### src/rtl/clock_div_pkg.sv
// Shared types and sizing helpers for the clock divider bank.
package clock_div_pkg;

  localparam int unsigned DIV_W_DEF = 28;

  typedef struct packed {
    logic [DIV_W_DEF-1:0] div;
    logic [DIV_W_DEF-1:0] duty;
  } div_cfg_t;

  // Select width for a channel index, never narrower than one bit.
  function automatic int unsigned ch_width(input int unsigned n);
    return (n > 1) ? $clog2(n) : 1;
  endfunction

endpackage

### src/rtl/clock_divider_channel.sv
// One divider channel: active/shadow config, period counter, registered clk_out/tick.
module clock_divider_channel
  import clock_div_pkg::*;
(
  input  logic     clock_in,
  input  logic     reset_n,
  input  logic     en,
  input  logic     sync,
  input  logic     wr,
  input  div_cfg_t wr_cfg,
  output logic     clk_out,
  output logic     tick,
  output logic     pending
);

  div_cfg_t             act_q, act_d;
  div_cfg_t             shd_q, shd_d;
  logic [DIV_W_DEF-1:0] cnt_q, cnt_d;
  logic                 pend_q, pend_d;
  logic                 clk_q, clk_d;
  logic                 tick_q, tick_d;
  logic                 running;
  logic                 wrap;
  logic                 commit;

  // Shadow only reaches the active config at a period boundary, a sync or while idle.
  always_comb begin
    running = en && (act_q.div != '0);
    wrap    = running && (cnt_q == act_q.div - DIV_W_DEF'(1));
    commit  = pend_q && (wrap || sync || !running);

    act_d  = act_q;
    shd_d  = shd_q;
    pend_d = pend_q;
    cnt_d  = cnt_q + DIV_W_DEF'(1);
    clk_d  = running && (cnt_q < act_q.duty);
    tick_d = wrap;

    if (!running || sync || wrap) begin
      cnt_d = '0;
    end

    if (wr) begin
      shd_d  = wr_cfg;
      pend_d = 1'b1;
    end else if (commit) begin
      act_d  = shd_q;
      pend_d = 1'b0;
    end
  end

  always_ff @(posedge clock_in or negedge reset_n) begin
    if (!reset_n) begin
      act_q  <= '0;
      shd_q  <= '0;
      cnt_q  <= '0;
      pend_q <= 1'b0;
      clk_q  <= 1'b0;
      tick_q <= 1'b0;
    end else begin
      act_q  <= act_d;
      shd_q  <= shd_d;
      cnt_q  <= cnt_d;
      pend_q <= pend_d;
      clk_q  <= clk_d;
      tick_q <= tick_d;
    end
  end

  assign clk_out = clk_q;
  assign tick    = tick_q;
  assign pending = pend_q;

endmodule

### src/rtl/clock_divider_bank.sv
// N-channel programmable clock/PWM divider with shadowed config and global sync.
module clock_divider_bank
  import clock_div_pkg::*;
#(
  parameter int unsigned CHANNELS = 8,
  // Config struct width comes from the package; DIV_W is expected to equal DIV_W_DEF.
  parameter int unsigned DIV_W    = DIV_W_DEF,
  localparam int unsigned CH_W    = ch_width(CHANNELS)
) (
  input  logic                clock_in,
  input  logic                reset_n,
  input  logic [CHANNELS-1:0] ch_en,
  input  logic                sync,
  input  logic                cfg_valid,
  output logic                cfg_ready,
  input  logic [CH_W-1:0]     cfg_ch,
  input  logic [DIV_W-1:0]    cfg_div,
  input  logic [DIV_W-1:0]    cfg_duty,
  output logic [CHANNELS-1:0] clk_out,
  output logic [CHANNELS-1:0] tick,
  output logic [CHANNELS-1:0] pending
);

  localparam int unsigned CH_SLOTS = 1 << CH_W;

  logic [CH_SLOTS-1:0] pend_pad;
  logic [CHANNELS-1:0] wr_vec;
  div_cfg_t            wr_cfg;

  // Unused channel slots read as not pending, so out-of-range writes are accepted and dropped.
  assign pend_pad  = CH_SLOTS'(pending);
  assign cfg_ready = ~pend_pad[cfg_ch];
  assign wr_cfg    = '{div: DIV_W_DEF'(cfg_div), duty: DIV_W_DEF'(cfg_duty)};

  for (genvar i = 0; i < CHANNELS; i++) begin : gen_ch
    assign wr_vec[i] = cfg_valid && cfg_ready && (cfg_ch == CH_W'(i));

    clock_divider_channel u_ch (
      .clock_in (clock_in),
      .reset_n  (reset_n),
      .en       (ch_en[i]),
      .sync     (sync),
      .wr       (wr_vec[i]),
      .wr_cfg   (wr_cfg),
      .clk_out  (clk_out[i]),
      .tick     (tick[i]),
      .pending  (pending[i])
    );
  end

endmodule

### config.mk
export PLATFORM = sky130hd
export DESIGN_NAME = clock_divider_bank
export DESIGN_NICKNAME = d
export VERILOG_FILES = /design/src/rtl/clock_div_pkg.sv /design/src/rtl/clock_divider_channel.sv /design/src/rtl/clock_divider_bank.sv
export SDC_FILE = /design/constraint.sdc
export NUM_CORES = 2
export LEC_CHECK = 0
export ABC_AREA = 1
export CAP_MARGIN = 20
export CORE_MARGIN = 10
export CORE_UTILIZATION = 41
export CTS_CLUSTER_DIAMETER = 200
export CTS_CLUSTER_SIZE = 28
export DETAILED_ROUTE_END_ITERATION = 16
export DONT_BUFFER_PORTS = 1
export GPL_TIMING_DRIVEN = 0
export SLEW_MARGIN = 0
export SYNTH_ARGS = -nofsm -noshare
export SYNTH_HDL_FRONTEND = slang
export SYNTH_HIERARCHICAL = 1
export SYNTH_SLANG_ARGS = --single-unit
export TNS_END_PERCENT = 30
### constraint.sdc
create_clock -name clock_in -period 2.1 [get_ports clock_in]
set_input_delay 0.42 -clock clock_in [delete_from_list [all_inputs] [get_ports clock_in]]
set_output_delay 0.42 -clock clock_in [all_outputs]
set_load 0.02 [all_outputs]
==> results.sh <==
export IMPL_finalClockSkew_ns=0.0241
export IMPL_synth_mux_area_frac=0
export IMPL_crit_buf_inv=5
export IMPL_status="finished, violations left"
export IMPL_fin_ws_ns=-0.542
export IMPL_path_class="flop to flop"
export IMPL_yosys_area_share_simple=0.349
export IMPL_fp_row_count=142
export IMPL_violations="hold timing, setup timing"
export IMPL_numPortBuffers=0
export IMPL_grt_max_degree=264
export IMPL_start_util=0.414
export IMPL_postRouteAntennaNets=0
export IMPL_remaining_drc_errors=0
export IMPL_cts_buffers=46
export IMPL_dieArea_mm2=0.168
export IMPL_n_fill_cell=14600
export IMPL_ys_seq_area_frac=0.461
export IMPL_drive_above_1_share=0.161
export IMPL_critPathMaxFanout=6
export IMPL_power_density_mw_per_mm2=936
export IMPL_netlist_area_leader_share=0.461
export IMPL_firstDrtPassIters=5
export IMPL_max_slew_margin=0.198
export IMPL_syn_num_nets=8655
export IMPL_register_area_mm2=0.0288
export IMPL_leakagePower_nw=38.3
export IMPL_highest_layer="met5"
export IMPL_max_cap_viol_count=0
export IMPL_cp_slowest_stage_delay_ns=0.46
export IMPL_die_w_um=409
export IMPL_met3_length_mm=12.5
export IMPL_wl_met1_mm=94.4
export IMPL_place_ws_ns=-1.37
export IMPL_period_needed_ns=2.64
export IMPL_ys_types=36
export IMPL_wl_met2_mm=96.2
export IMPL_ys_top_cells_by_area="dfrtp_1, nand2_1, nand3_1"
export IMPL_cp_cell_sequence="inv_2 -> ha_4 -> nand2_4 -> nor2_4 -> buf_12 -> buf_4 -> nand3b_1 -> nand2_1 -> nand3_1 -> nor2_1 -> nand2_1 -> nor2_2 -> nand3_2 -> nand2_4 -> nand2_4 -> buf_12 -> clkbuf_16 -> nand2_2 -> nand2_1"
export IMPL_cp_depth=19
export IMPL_drt_total_wl_mm=211
export IMPL_startpoint_type="flop"
export IMPL_area_growth_pct=20.6
export IMPL_dr_total_vias=55300
export IMPL_cts_path_max_buffers=3
export IMPL_grt_setup_unrepaired="yes"
export IMPL_hpwl_mm=144
export IMPL_fin_cells=10800
export IMPL_grt_pass1_wl_mm=314
export IMPL_hold_buffers=95
export IMPL_fin_crit_sh=1.26
export IMPL_wire_per_inst_um=19.6
export IMPL_gp_congestion=0.936
export IMPL_numClockSinks=1144
export IMPL_antenna_found_initial=15
export IMPL_synth_fa_ha_area_frac=0.0483
export IMPL_drtIter0Drc=4781
export IMPL_final_hold_violation_count=320
export IMPL_post_route_util=0.499
export IMPL_synth_top_family_by_area="simple AND/OR/NAND/NOR gates"
export IMPL_nets=9056
export IMPL_globalRouteTotalUtil=0.239
export IMPL_synth_ff_latch_count=1144
export IMPL_yosys_area_top_type="dfrtp_1"
export IMPL_hold_slack_ns=-0.593
export IMPL_htreeDepth=2
export IMPL_hp_class="input port to asynchronous set/reset pin"
export IMPL_final_common_cell="nand2_1"
export IMPL_cp_data_required_time_ns=2.68
export IMPL_ir_drop_v=0.000635
export IMPL_chipHeight_um=409
export IMPL_r2r_cells=19
export IMPL_synth_compound_area_frac=0.0285
export IMPL_ys_warn_count=6
export IMPL_final_max_slew_viol_count=0
export IMPL_setup_violations=996
export IMPL_overflow=0
export IMPL_cts_clk_slew_worst_paths_ns=0.12
export IMPL_crit_arrival_ns=3.22
export IMPL_grt_pass1_vias=52000
export IMPL_worstSetupEndpointType="flop"
export IMPL_worstSkewPairLatency_ns=0.69
export IMPL_synthXorXnorAreaFrac=0.0406
export IMPL_worst_pin_slew_ns=1.20
export IMPL_routed_via_density=5.14
export IMPL_cts_tree="done"
export IMPL_root_buffer="clkbuf_16"
export IMPL_critical_path_top_delay_family="simple AND/OR/NAND/NOR gates"
export IMPL_final_cell_mix="nand2_1, dfrtp_1, inv_1"
export IMPL_synth_area_mm2=0.0621
export IMPL_timing_setup_tns_ns=-346.75
export IMPL_coreArea_mm2=0.150
export IMPL_synth_avg_cell_area_um2=7.45
export IMPL_slowest_stage="dfrtp_2"
export IMPL_syn_inst=8344
export IMPL_fmax_ghz=0.378
export IMPL_ios=96
export IMPL_multi_input_area_mm2=0.0321
export IMPL_place_inst=10400
-- stage by stage --
| stage | hold WS [ns] | cell area [um2] | power (W) |
|---|---|---|---|
| floorplan | 0.124 | 62300 | 0.0463 |
| global placement | 0.218 | 64800 | 0.0517 |
| detailed placement | 0.135 | 65000 | 0.0526 |
| CTS | -0.633 | 70800 | 0.0669 |
| global route | -0.641 | 74900 | 0.0752 |
| finish | -0.593 | 75000 | 0.0701 |
-- synthesized netlist by cell type, drive strengths merged --
cell type and n:
nand3b 24, nor3 176, nor3b 8, xnor2 120
nor4b 8, o21a 8, nand4 92, nor2 863
and2 1, nand3 665, a21oi 152, o21bai 24
nand2 3457, or2 8, dfrtp 1144, inv 769
ha 240, xor2 168, a21o 8, clkbuf 136
buf 145, o221ai 24, nor4 16, a211oi 16
o21ai 64, o211ai 8
-- cell type report --
type                            count  share of cell area
Inverter                          769              0.0386
Clock inverter                      1            0.000401
Antenna cell                        6            0.000200
Sequential cell                  1144               0.384
Buffer                            280              0.0342
Clock buffer                       49              0.0164
Multi-Input combinational cell   6150               0.428
Tap cell                         2016              0.0337
Timing Repair Buffer              354              0.0648
-- routing by layer --
layer,vias up,GRT usage
li1,26800,-
met1,26700,0.333
met2,1511,0.382
met3,310,0.0352
met4,6,0.0730
met5,-,0
-- worst paths after layout --
check | start | to | slack, ns
setup / recovery | gen_ch[0].u_ch/act_q[29] | gen_ch[0].u_ch/act_q[34] | -0.54
hold / removal | reset_n | gen_ch[3].u_ch/clk_out | -0.59
setup reg to reg | gen_ch[0].u_ch/act_q[29] | gen_ch[0].u_ch/act_q[34] | -0.54
hold reg to reg | gen_ch[0].u_ch/shd_q[45] | gen_ch[0].u_ch/shd_q[45] | 0.48
max in group asynchronous | reset_n | gen_ch[6].u_ch/pending | 0.28
min in group clock_in | cfg_div[1] | gen_ch[5].u_ch/shd_q[29] | 0.04
-- report_power, final --
group,switching [W],internal (W)
combinational,0.0162,0.0107
clock,0.00710,0.00433
sequential,0.00513,0.0267
-- cell families (layout without fill, tap and decap cells) --
family                   count (synthesis)  after routing
AND/OR/NAND/NOR                       5318           5318
flip-flops                            1144           1144
buffers and inverters                 1050           1453
AO/OA/AOI/OAI                          304            304
XOR/XNOR                               288            288
adder cells (fa/ha/maj)                240            240
other                                    0              6
-- what timing repair did --
action / 4_1_cts / 5_1_grt
resized for setup: 559 / 744
pin swaps: 77 / 145
buffers inserted: 90 / 99
gates cloned: 24 / 43
hold endpoints to repair: 731 / 320
endpoints found under the setup margin: 1380 / 1095
-- state kept, by name, indices dropped and copies added, names as in the netlist --
| signal | count |
|---|---|
| gen_ch.u_ch/clk_out | 8 |
| gen_ch.u_ch/act_q | 448 |
| gen_ch.u_ch/tick | 8 |
| gen_ch.u_ch/cnt_q | 224 |
| gen_ch.u_ch/pending | 8 |
| gen_ch.u_ch/shd_q | 448 |
Note: power is estimated with default switching activity, not from simulation.
